--- src/rtl/lcd_nibble_sequencer_if.sv ---
// Nibble output stream of lcd_nibble_sequencer: valid/ready handshake plus nibble, index and last flag.
interface lcd_nibble_sequencer_if #(
   parameter int NIB_W = 4,
   parameter int SEL_W = 3
);
   logic             out_valid;
   logic             out_ready;
   logic [NIB_W-1:0] data_out;
   logic [SEL_W-1:0] out_idx;
   logic             out_last;

   modport master (output out_valid, data_out, out_idx, out_last, input out_ready);
   modport slave  (input out_valid, data_out, out_idx, out_last, output out_ready);
endinterface

--- src/rtl/lcd_nibble_sequencer.sv ---
// Nibble selector / sequencer for the LCD 4-bit bus: manual select or streamed word with handshake.
// Optional leading-zero blanking on MSB-first streams is enabled by defining LCD_NIBSEQ_BLANK_EN.
module lcd_nibble_sequencer #(
   parameter int               NIBBLES    = 8,
   parameter int               NIB_W      = 4,
   parameter logic [NIB_W-1:0] BLANK_CODE = NIB_W'(4'hF),
   localparam int              SEL_W      = (NIBBLES > 1) ? $clog2(NIBBLES) : 1
) (
   input  logic                     clk,
   input  logic                     rst,
   input  logic                     en,
   input  logic                     mode,
   input  logic                     msb_first,
   input  logic                     load,
   input  logic [NIBBLES*NIB_W-1:0] data_in,
   input  logic [SEL_W-1:0]         sel,
   output logic                     busy,
   lcd_nibble_sequencer_if.master   ob
);
   typedef enum logic {IDLE, SEND} state_e;

   localparam logic [SEL_W-1:0] IDX_TOP = SEL_W'(NIBBLES - 1);

   state_e                   state_q, state_d;
   logic [NIBBLES*NIB_W-1:0] shadow_q, shadow_d;
   logic [NIBBLES-1:0]       blank_q, blank_d;
   logic                     dir_q, dir_d;
   logic [SEL_W-1:0]         idx_q, idx_d;
   logic                     valid_q, valid_d;
   logic [NIB_W-1:0]         data_q, data_d;
   logic [SEL_W-1:0]         oidx_q, oidx_d;
   logic                     last_q, last_d;

   logic [NIBBLES-1:0]       cap_blank;
   logic [SEL_W-1:0]         cap_idx;
   logic [SEL_W-1:0]         step_idx;
   logic                     xfer, is_last, capture;

   // Out-of-range indices yield 0, which covers sel >= NIBBLES in manual mode.
   function automatic logic [NIB_W-1:0] emit(input logic [NIBBLES*NIB_W-1:0] w,
                                             input logic [NIBBLES-1:0]       b,
                                             input logic [SEL_W-1:0]         i);
      emit = '0;
      for (int k = 0; k < NIBBLES; k++)
         if (i == SEL_W'(k)) emit = b[k] ? BLANK_CODE : w[k*NIB_W +: NIB_W];
   endfunction

`ifdef LCD_NIBSEQ_BLANK_EN
   // A nibble is blanked when it and every nibble above it are zero; nibble 0 always shows.
   always_comb begin
      logic seen;
      seen      = 1'b0;
      cap_blank = '0;
      for (int i = NIBBLES - 1; i >= 1; i--) begin
         if (data_in[i*NIB_W +: NIB_W] != '0) seen = 1'b1;
         cap_blank[i] = msb_first & ~seen;
      end
   end
`else
   assign cap_blank = '0;
`endif

   assign cap_idx  = msb_first ? IDX_TOP : '0;
   assign step_idx = dir_q ? idx_q - 1'b1 : idx_q + 1'b1;
   assign xfer     = valid_q & ob.out_ready & en;
   assign is_last  = (idx_q == (dir_q ? '0 : IDX_TOP));

   always_comb begin
      state_d  = state_q;
      shadow_d = shadow_q;
      blank_d  = blank_q;
      dir_d    = dir_q;
      idx_d    = idx_q;
      valid_d  = valid_q;
      data_d   = data_q;
      oidx_d   = oidx_q;
      last_d   = last_q;
      capture  = 1'b0;
      case (state_q)
         IDLE: begin
            if (!mode) begin
               valid_d = en;
               data_d  = en ? emit(data_in, '0, sel) : '0;
               oidx_d  = sel;
               last_d  = 1'b0;
            end else if (en && load) begin
               state_d = SEND;
               capture = 1'b1;
            end else begin
               valid_d = 1'b0;
               data_d  = '0;
               oidx_d  = '0;
               last_d  = 1'b0;
            end
         end
         SEND: begin
            if (!en) begin
               valid_d = 1'b0;
            end else begin
               valid_d = 1'b1;
               if (xfer && is_last) begin
                  if (load && mode) begin
                     capture = 1'b1;
                  end else begin
                     state_d = IDLE;
                     valid_d = 1'b0;
                     data_d  = '0;
                     oidx_d  = '0;
                     last_d  = 1'b0;
                  end
               end else if (xfer) begin
                  idx_d  = step_idx;
                  data_d = emit(shadow_q, blank_q, step_idx);
                  oidx_d = step_idx;
                  last_d = (step_idx == (dir_q ? '0 : IDX_TOP));
               end
            end
         end
         default: state_d = IDLE;
      endcase
      // Fresh word: first nibble is presented straight from data_in so there is no bubble.
      if (capture) begin
         shadow_d = data_in;
         blank_d  = cap_blank;
         dir_d    = msb_first;
         idx_d    = cap_idx;
         valid_d  = 1'b1;
         data_d   = emit(data_in, cap_blank, cap_idx);
         oidx_d   = cap_idx;
         last_d   = (cap_idx == (msb_first ? '0 : IDX_TOP));
      end
   end

   always_ff @(posedge clk or negedge rst) begin
      if (!rst) begin
         state_q  <= IDLE;
         shadow_q <= '0;
         blank_q  <= '0;
         dir_q    <= 1'b0;
         idx_q    <= '0;
         valid_q  <= 1'b0;
         data_q   <= '0;
         oidx_q   <= '0;
         last_q   <= 1'b0;
      end else begin
         state_q  <= state_d;
         shadow_q <= shadow_d;
         blank_q  <= blank_d;
         dir_q    <= dir_d;
         idx_q    <= idx_d;
         valid_q  <= valid_d;
         data_q   <= data_d;
         oidx_q   <= oidx_d;
         last_q   <= last_d;
      end
   end

   assign busy         = (state_q == SEND);
   assign ob.out_valid = valid_q;
   assign ob.data_out  = data_q;
   assign ob.out_idx   = oidx_q;
   assign ob.out_last  = last_q;
endmodule

--- src/flat_wrapper.sv ---
// flat-port wrapper written by rule: the top's interface ports become plain ports
module lcd_nibble_sequencer_flat 
#(
   parameter int               NIBBLES    = 8,
   parameter int               NIB_W      = 4,
   parameter logic [NIB_W-1:0] BLANK_CODE = NIB_W'(4'hF),
   localparam int              SEL_W      = (NIBBLES > 1) ? $clog2(NIBBLES) : 1
)
  (clk, rst, en, mode, msb_first, load, data_in, sel, busy, ob_out_valid, ob_data_out, ob_out_idx, ob_out_last, ob_out_ready);
  lcd_nibble_sequencer_if #(.NIB_W(NIB_W), .SEL_W(3)) ob_i ();
  input  logic clk;
  input  logic rst;
  input  logic en;
  input  logic mode;
  input  logic msb_first;
  input  logic load;
  input  logic [NIBBLES*NIB_W-1:0] data_in;
  input  logic [SEL_W-1:0] sel;
  output logic busy;
  output wire logic [$bits(ob_i.out_valid)-1:0] ob_out_valid;
  output wire logic [$bits(ob_i.data_out)-1:0] ob_data_out;
  output wire logic [$bits(ob_i.out_idx)-1:0] ob_out_idx;
  output wire logic [$bits(ob_i.out_last)-1:0] ob_out_last;
  input wire logic [$bits(ob_i.out_ready)-1:0] ob_out_ready;
  assign ob_out_valid = ob_i.out_valid;
  assign ob_data_out = ob_i.data_out;
  assign ob_out_idx = ob_i.out_idx;
  assign ob_out_last = ob_i.out_last;
  assign ob_i.out_ready = ob_out_ready;
  lcd_nibble_sequencer #(.NIBBLES(NIBBLES), .NIB_W(NIB_W), .BLANK_CODE(BLANK_CODE)) u_core (.clk(clk), .rst(rst), .en(en), .mode(mode), .msb_first(msb_first), .load(load), .data_in(data_in), .sel(sel), .busy(busy), .ob(ob_i));
endmodule
--- config.mk ---
export PLATFORM = sky130hd
export DESIGN_NAME = lcd_nibble_sequencer_flat
export DESIGN_NICKNAME = d
export VERILOG_FILES = /design/src/rtl/lcd_nibble_sequencer_if.sv /design/src/rtl/lcd_nibble_sequencer.sv /design/src/flat_wrapper.sv
export SDC_FILE = /design/constraint.sdc
export NUM_CORES = 1
export LEC_CHECK = 0
export CORE_MARGIN = 8
export CORE_UTILIZATION = 25
export CTS_CLUSTER_DIAMETER = 60
export DETAILED_ROUTE_END_ITERATION = 6
export HOLD_SLACK_MARGIN = 0.06
export PLACE_DENSITY = 0.56
export SYNTH_ARGS = -nofsm -noshare
export SYNTH_HDL_FRONTEND = slang
export SYNTH_SLANG_ARGS = --single-unit
--- constraint.sdc ---
create_clock -name clk -period 2.69 [get_ports clk]
set_clock_uncertainty 0.1 [all_clocks]
set_input_delay 0.4035 -clock clk [delete_from_list [all_inputs] [get_ports clk]]
set_output_delay 0.4035 -clock clk [all_outputs]
set_load 0.05 [all_outputs]
==> results by stage <==
Clock tree:
- The clock reaches the later pin of the worst-skew pair after roughly 0.29 ns.
- Counting the buffers created by CTS gives 5.
- The sink count of the clock tree is 46.
- The clock tree synthesis step divided the H-tree into 2 levels.
- The longest clock path from root to sink contains 2 buffers.
- The CTS clock-pin slew for the worst setup and hold paths is approximately 0.06 ns.
- TritonCTS built the clock tree.
- The root buffer selected by CTS is sky130_fd_sc_hd__clkbuf_16.

Timing:
- The count of pins over their slew limit is 0.
- Summed over all failing endpoints, the final setup total negative slack is 0 ns.
- The minimum period implied by the final worst setup slack is ~2.5 ns.
- Setup repair after global routing left no endpoint under its margin.
- The maximum operating frequency is between 300 and 400 MHz.
- The number of setup violations in the final report is 0.
- The headroom to the max-slew limit is between 60 and 70%.
- The count of endpoints failing hold in the final timing report is 0.
- For the pin with the worst max-slew slack, the measured transition is ~0.51 ns.
- After layout, the worst path uses 93.7% of the clock period.

Logic synthesis:
- The per-instance average area after synthesis is 11.5 sq um.
- The share of async-settable or async-resettable flops after synthesis is 100%.
- Ranked by total cell area, the synthesized netlist is headed by sky130_fd_sc_hd__dfrtp_1 40%, sky130_fd_sc_hd__mux2_4 16%, sky130_fd_sc_hd__mux2_2 3.1%.
- The synthesized netlist net count is 297.
- Yosys printed 0 warnings.
- Synthesis inferred 46 register bits.
- In the synthesized netlist, the number of instances is about 250.
- The area of the mapped netlist is 0.00286 sq mm.
- The sequential area share after synthesis is between 40% and 50%.
- The count of flip-flops with a built-in enable after synthesis is 0.
- The count of cell types in the netlist is 47.
- The top flip-flop cell by instance count after synthesis is sky130_fd_sc_hd__dfrtp_1.
- The area share of the largest cell type after synthesis is roughly two fifths.
- The cell type contributing the most total cell area after synthesis is sky130_fd_sc_hd__dfrtp_1.

Global routing:
- The aggregate global routing overflow is 0.
- The initial antenna violation count is 0.
- The via count of the first global-routing pass is roughly 2,400.
- Entering global routing, the biggest net connects 26 pins.
- For this run, the total global-route usage over all layers was measured as 10.9%.
- The wire length of the first global-routing pass is ~13,000 um.

Min path:
- The worst hold path terminates at u_core.shadow_q[25]$_DFFE_PN0P_.
- The type of the worst min-delay path is flop to flop.
- The startpoint identified for the worst hold timing path is u_core.shadow_q[25]$_DFFE_PN0P_.
- Counting instances, the worst hold path has a depth of 1.

Critical path:
- The data arrival time of the worst path is between 2 and 3 ns.
- The critical path in this run is classified as flop to flop.
- Along the worst path, the maximum fanout reaches 4.
- The largest incremental delay on the critical path is about 0.54 ns.
- The worst setup path is captured at a flop.
- For the worst setup path, the data required time is about 2.8 ns.
- The cell repeated most along the worst path is sky130_fd_sc_hd__xnor2_1.
- The kind of cell with the highest combined delay along the critical path is multiplexers.
- The number of buffers and inverters on the critical path is 1.
- The worst setup path is launched from a flop.
- The setup slack of the most critical reg-to-reg path is roughly 0.17 ns.
- Counting cells, the worst reg-to-reg path comes to 7.
- The critical path goes through buf_4 -> fa_1 -> xnor2_1 -> xnor2_1 -> mux4_2 -> a221oi_1 -> nor2_1.
- The source of the worst register-to-register timing path is u_core.idx_q[1]$_DFFE_PN0P_.
- The slowest stage of the critical path belongs to the cell sky130_fd_sc_hd__mux4_2.
- The worst register-to-register path ends at u_core.ob.data_out[0]$_DFFE_PN0P_.

Floorplan:
- In this run the count of I/O pins placed on the die edge is between 50 and 60.
- Once the floorplan was initialized, standard cells occupied 25.3% of the core.
- The width of the die is 123 um.
- The core region area is around 0.011 sq mm.
- After floorplanning, the core was divided into 39 placement rows.
- The die covers roughly 0.015 sq mm.
- In this run the vertical extent of the chip is about 120 um.

Pwr:
- The worst-case IR drop observed on VDD is 0.000319 V.
- The power density over the cells is around 1000 mW/mm^2.
- For this design the static power due to leakage is approximately 1.7 nW.

Drt:
- The iteration-0 DRC count of the detailed router is 95.
- Before antenna repair, the detailed router went through 4 iterations.
- The detailed router placed around 2,200 vias in this run.
- The count of unresolved DRC violations after routing is 0.
- In the final routed layout, each cell accounts on average for 17.3 um.
- The vias per cell is 4.88.
- The count of nets left with antenna violations once routing finished came out at 0.
- Summed over all layers, the routed wires come to 7880 um.

Placement:
- Detailed placement ended at an HPWL of just over 6000 um.
- The routability congestion estimate is about 0.79.
- Once placement completed, the tool counted placed cells totaling 445.
- During placement, the flow inserted port buffers numbering 51.

Layout:
- The finished layout holds 454 standard cells, fillers aside.
- The relative area change from synthesis to final layout is 32.9%.
- At the end of the flow, the number of nets in the layout was 358.
- The filler cells instantiated in the layout total ~1,100.
- Cells with a size suffix above 1 make up 24.4% of the layout.
- The number of antenna cells inserted is 0.

Flow run:
- The tool flagged a number of max-cap violations equal to 0.

Outcome:
- The flow ran to the end, and the final reports show no timing, DRC or antenna violations.
layout make-up:
type,count,area (sq um),share of cell area (%)
Multi-Input combinational cell,178,1550,40.8
Sequential cell,46,1150,30.2
Timing Repair Buffer,71,696,18.3
Tap cell,143,179,4.70
Clock buffer,6,139,3.65
Clock inverter,2,60.1,1.58
Inverter,8,30.0,0.789
per-layer routing:
metal  global-route usage [%]  vias to the layer above  part of all wire (%)
li1                         -                     1036                     -
met1                     14.4                     1119                    48
met2                     16.9                       51                    46
met3                     2.79                       11                   4.9
met4                     3.69                        0                   1.9
met5                        0                        -                     0
flip-flops by register name (all words and copies together) (netlist names):
| name | count |
|---|---|
| u_core.idx_q | 3 |
| u_core.ob.out_valid | 1 |
| u_core.dir_q | 1 |
| u_core.ob.out_idx | 3 |
| u_core.busy | 1 |
| u_core.ob.out_last | 1 |
| u_core.ob.data_out | 4 |
| u_core.shadow_q | 32 |
worst register-to-register path, delay by kind of cell (launching register included):
family	cells	cell delay, ns
multiplexers	1	0.54
XOR/XNOR	2	0.45
flip-flops	1	0.41
adder cells (fa/ha/maj)	1	0.40
AO/OA/AOI/OAI	1	0.27
buffers and inverters	1	0.17
AND/OR/NAND/NOR	1	0.06
power breakdown:
group	switching [mW]	internal, mW	total [mW]	leakage (nW)
registers	0.197	0.919	1.12	0.549
clock network	0.263	0.558	0.821	0.0971
logic	0.906	0.884	1.79	1.03
total	1.37	2.36	3.73	1.68
synthesized netlist by cell type (3+ instances only):
library cell / n
sky130_fd_sc_hd__buf_12: 3
sky130_fd_sc_hd__mux2i_1: 7
sky130_fd_sc_hd__dfrtp_1: 46
sky130_fd_sc_hd__buf_6: 3
sky130_fd_sc_hd__nand2b_1: 5
sky130_fd_sc_hd__a22oi_1: 6
sky130_fd_sc_hd__inv_1: 8
sky130_fd_sc_hd__mux2_4: 30
sky130_fd_sc_hd__nand2_1: 16
sky130_fd_sc_hd__a221oi_1: 7
sky130_fd_sc_hd__o21ai_0: 9
sky130_fd_sc_hd__mux2_2: 8
sky130_fd_sc_hd__a31oi_1: 5
sky130_fd_sc_hd__clkbuf_1: 7
sky130_fd_sc_hd__mux4_2: 4
sky130_fd_sc_hd__xnor2_1: 4
sky130_fd_sc_hd__nor2b_1: 6
sky130_fd_sc_hd__ha_1: 5
sky130_fd_sc_hd__nand3_1: 7
sky130_fd_sc_hd__a21oi_1: 11
sky130_fd_sc_hd__nor2_1: 16
sky130_fd_sc_hd__o22ai_1: 5
how the worst max path moves through the flow:
stage,startpoint,endpoint,depth (start not counted)
5_1_grt,u_core.idx_q[1]$_DFFE_PN0P_,u_core.ob.data_out[1]$_DFFE_PN0P_,8
6_report,u_core.idx_q[1]$_DFFE_PN0P_,u_core.ob.data_out[0]$_DFFE_PN0P_,7
2_1_floorplan,u_core.dir_q$_DFFE_PN0P_,u_core.ob.data_out[0]$_DFFE_PN0P_,11
4_1_cts,u_core.idx_q[1]$_DFFE_PN0P_,u_core.ob.data_out[0]$_DFFE_PN0P_,9
3_3_place_gp,u_core.idx_q[1]$_DFFE_PN0P_,u_core.ob.data_out[0]$_DFFE_PN0P_,9
3_5_place_dp,u_core.idx_q[1]$_DFFE_PN0P_,u_core.ob.data_out[0]$_DFFE_PN0P_,9
stage by stage:
| step | util [%] | hold WS (ns) | instance area (sq um) | total power [mW] | setup slack, ns |
|---|---|---|---|---|---|
| after global routing | 33.6 | 0.430 | 3810 | 3.96 | 0.0579 |
| after floorplan | - | 0.00791 | 2860 | 2.33 | 0.125 |
| final | 33.6 | 0.415 | 3810 | 3.73 | 0.170 |
| after global placement | 31.6 | 0.299 | 3580 | 2.86 | 0.204 |
| after CTS | 33.4 | 0.418 | 3790 | 3.72 | 0.148 |
| after detailed placement | 31.6 | 0.299 | 3580 | 2.88 | 0.160 |
logic make-up (layout without fill, tap and decap cells):
kind of cell    Yosys count  count (layout)  share of synthesized area (%)
mux                      49              49                           24.5
fa+ha+maj                 6               6                           2.88
compound gates           58              58                           13.9
xor+xnor                  5               5                           1.53
simple gates             60              60                           10.7
flops                    46              46                           40.2
buf+inv                  25              87                           6.33
repair_timing:
item,CTS,global route
gates resized for setup,0,3
endpoints found under the setup margin,0,2
hold buffers,1,0
hold endpoints to repair,21,0
buffers inserted,0,0
layout by cell type (no fill, tap or decap), drive strengths merged, types with 7 or more instances in the layout:
master,count
o21ai,9
nand2,16
nand3,7
clkdlybuf4s50,50
nor2,16
a21oi,11
buf,20
mux2i,7
a221oi,7
inv,8
dfrtp,46
mux2,38
Note: power is estimated with default switching activity, not from simulation.
==> RTL edit 1: new RTL, same settings <==
Build with the macro `LCD_NIBSEQ_BLANK_EN` defined.
--- a/src/rtl/lcd_nibble_sequencer.sv
+++ b/src/rtl/lcd_nibble_sequencer.sv
@@ -2,2 +2,4 @@
 // Optional leading-zero blanking on MSB-first streams is enabled by defining LCD_NIBSEQ_BLANK_EN.
+`define LCD_NIBSEQ_BLANK_EN
+
 module lcd_nibble_sequencer #(
Function: changed (Yosys sat finds a counterexample within 4 cycles, from zero or initial values and one cycle with rst low).
==> RTL edit 1 against the unedited design <==
- worst setup slack lost 63 ps
- routed wire length grew 19%
- design area grew 5.7%
- global-route usage grew 0.85 points
- fmax shrank 2.4%
- sequential cell count grew 7
- area after synthesis grew 7.5%
- worst hold slack lost 280 ps
- non-clock buffer count shrank 2
- sequential share of layout area grew 2.7 points
- power grew 16%
- largest power group unchanged
- highest routed layer unchanged
==> RTL edit 1: results (changes against the unedited design) <==
[status]
status = finished clean  ; unchanged

[setup_path]
worstPathArrival_ps = 2700  ; was 2580 ps

[global_routing]
met3_usage = 0.0247  ; was 0.0279
track_usage = 0.117  ; was 0.109
grtUsageMet2 = 0.197  ; was 0.169
use_met1 = 0.149  ; was 0.144
grt_max_degree = 58  ; was 26

[layout]
area.share.sequential = 0.330  ; was 0.302
fillerInstances = 1225  ; was 1125
final_util = 0.335  ; was 0.336
finalNetCount = 404  ; was 358
multi_input_comb_cells = 220  ; was 178
clock_area_frac = 0.0355  ; was 0.0523
buffers_excl_clock = 69  ; was 71
multi_input_area_share = 0.420  ; was 0.408

[clock_tree]
cts_resized = 1  ; was 0

[logic_synthesis]
synthAdderAreaFrac = 0.0268  ; was 0.0288
synth_compound_area_frac = 0.156  ; was 0.139
syn_nets = 342  ; was 297
synth.area.top_cells = dfrtp_1 (43%), mux2_2 (12%), nor2_1 (3.3%), mux2i_1 (3.3%), o21ai_0 (3.3%)  ; was dfrtp_1 (40%), mux2_4 (16%), mux2_2 (3.1%), mux4_2 (3.1%), mux2i_1 (2.4%)
yosys-top-cells-count = dfrtp_1 (53), mux2_2 (33), nor2_1 (27)  ; was dfrtp_1 (46), mux2_4 (30), nand2_1 (16), nor2_1 (16), a21oi_1 (11)

[detailed_routing]
wl_met1_microns = 4240  ; was 3740 microns
dr.first_iter.drc_count = 168  ; was 95
met2_length_microns = 4640  ; was 3600 microns
route.met3.wl_microns = 365  ; was 388 microns

[pwr]
p_leak_nw = 1.71  ; was 1.68 nW

[place]
dp_cells = 496  ; was 445
placed_cell_area_sq_um = 3860  ; was 3580 sq um
dpl.hpwl_microns = 7230  ; was 6140 microns

RTL edit 1: changes by cell type in the layout (fill, tap and decap cells not counted), moves of 6 or more:
cell      unedited run  this run
dfrtp_1             46        53
mux2_2               8        33
a221oi_1             6         0
o21ai_0              9        20
nor2_1              16        27
mux2_4              30         0
nor4_1               0         6
nor3_1               0         9
RTL edit 1: power breakdown:
group | internal (mW) | switching [mW] | leakage [nW] | total [mW]
Clock | 0.342 | 0.294 | 0.0696 | 0.636
Sequential | 1.12 | 0.223 | 0.695 | 1.34
Combinational | 1.06 | 1.27 | 0.946 | 2.33
Total | 2.52 | 1.79 | 1.71 | 4.31
RTL edit 1: worst max-delay path, cell delays in order, from the launching register on:
cell and delay [ps]:
dfrtp_1 480, ha_1 340, buf_4 160, ha_1 350, or4_1 600, nand3_1 150
o2111ai_1 140, a21oi_1 180
==> RTL edit 2: new RTL, same flow settings <==
Without the edit above. `data_q` no longer has a reset.
--- a/src/rtl/lcd_nibble_sequencer.sv
+++ b/src/rtl/lcd_nibble_sequencer.sv
@@ -141,3 +141,2 @@
          valid_q  <= 1'b0;
-         data_q   <= '0;
          oidx_q   <= '0;
@@ -151,3 +150,2 @@
          valid_q  <= valid_d;
-         data_q   <= data_d;
          oidx_q   <= oidx_d;
@@ -155,2 +153,6 @@
       end
+   end
+
+   always_ff @(posedge clk) begin
+      data_q <= data_d;
    end
Check against the original RTL: not equivalent (a bounded check fails within 4 cycles, from zero or initial values and one cycle with rst low).
==> RTL edit 2 against the unedited design <==
- clock power down 13%
- die area up 0.65%
- utilization barely moved
- worst setup slack worse by 38 ps
- largest power group unchanged
- area after synthesis is 0.74% higher
- synthesized cell count is 7.6% higher
- sequential share of layout area up 0.56 points
- sequential cell count unchanged
- routed wire length up 2.6%
- via count rose by 1.2%
- power grew 18%
- design area about the same
==> RTL edit 2: results (changes against the unedited design) <==
[setup_path]
crit_fanout = 9  ; was 4
slowest_stage = dfrtp_1  ; was mux4_2
worstPathArrival_ps = 2480  ; was 2580 ps
slowest_delay_ps = 470  ; was 540 ps
critPathCapture = u_core.ob.data_out[3]$_DFFE_PP_  ; was u_core.ob.data_out[0]$_DFFE_PN0P_
reg2regPathDepth = 8  ; was 7

[logic_synthesis]
syn_nets = 316  ; was 297
synth_cell_types = 48  ; was 47
yosys-top-cells-count = dfrtp_1 (42), mux2_4 (30), nand2_1 (28)  ; was dfrtp_1 (46), mux2_4 (30), nand2_1 (16), nor2_1 (16), a21oi_1 (11)
muxShareOfSynthArea = 0.234  ; was 0.245
yosysTopAreaCellShare = 0.364  ; was 0.402
synthAdderAreaFrac = 0.0286  ; was 0.0288
synth-seq-area-share = 0.406  ; was 0.402
async_flop_share = 0.913  ; was 1.00
synth_xor_area_frac = 0.00911  ; was 0.0153

[timing]
whs_ps = 181  ; was 415 ps
timing.final.crit_share = 0.951  ; was 0.937
relSlewSlack = 0.344  ; was 0.656

[pwr]
worst_ir_drop_vdd_uv = 604  ; was 319 uV
pg_seq_mw = 1.31  ; was 1.12 mW
sw_frac_of_total = 0.391  ; was 0.366
p_leak_nw = 1.68  ; about the same

[global_routing]
track_usage = 0.108  ; was 0.109
grt_pass1_wl_microns = 12600  ; was 12900 microns
met3_usage = 0.0297  ; was 0.0279
use_met1 = 0.143  ; was 0.144
grt_max_degree = 43  ; was 26
grtUsageMet2 = 0.163  ; was 0.169

[detailed_routing]
dr.first_iter.drc_count = 101  ; was 95
wirelength_microns = 8080  ; was 7880 microns
wl_met1_microns = 3770  ; was 3740 microns
via_per_inst = 4.75  ; was 4.88
met2_length_microns = 3610  ; was 3600 microns
route.met3.wl_microns = 545  ; was 388 microns

[min_path]
hold_path.class = input port to async pin  ; was register to register

[layout]
fillerInstances = 1172  ; was 1125
drive_gt1_frac = 0.207  ; was 0.244

[place]
dp_cells = 464  ; was 445
placed_cell_area_sq_um = 3610  ; was 3580 sq um
place.gp.congestion = 0.866  ; was 0.793
pre_cts_ws_ps = 33.9  ; was 160 ps
dpl.hpwl_microns = 6210  ; was 6140 microns

[status]
status = finished clean  ; unchanged

==> RTL edit 2: cell types whose count changed in the layout (fill, tap and decap cells not counted), moves of 4 or more <==
| cell | change |
|---|---|
| o21ai_0 | +4 |
| a21oi_1 | +6 |
| or3_1 | +5 |
| a22oi_1 | -4 |
| a211o_1 | +4 |
| nand2_1 | +12 |
| mux2_2 | -4 |
| edfxtp_1 | +4 |
| inv_1 | +4 |
| dfrtp_1 | -4 |
==> RTL edit 2: final cells by class <==
type / count / area [sq um] / area share
inverters: 12 / 45.0 / 0.0118
flip-flops and latches: 46 / 1170 / 0.308
clock inverters: 2 / 37.5 / 0.00987
multi-input cells: 194 / 1590 / 0.418
repair buffers: 69 / 653 / 0.172
well taps: 143 / 179 / 0.0470
clock buffers: 6 / 129 / 0.0339
==> RTL edit 2: critical path: cells and delay by family, from the launching register on <==
kind,cells,cell delay (ps)
AND/OR/NAND/NOR,1,420
buffers and inverters,2,270
AO/OA/AOI/OAI,3,450
flip-flops,1,470
adder cells (fa/ha/maj),2,600
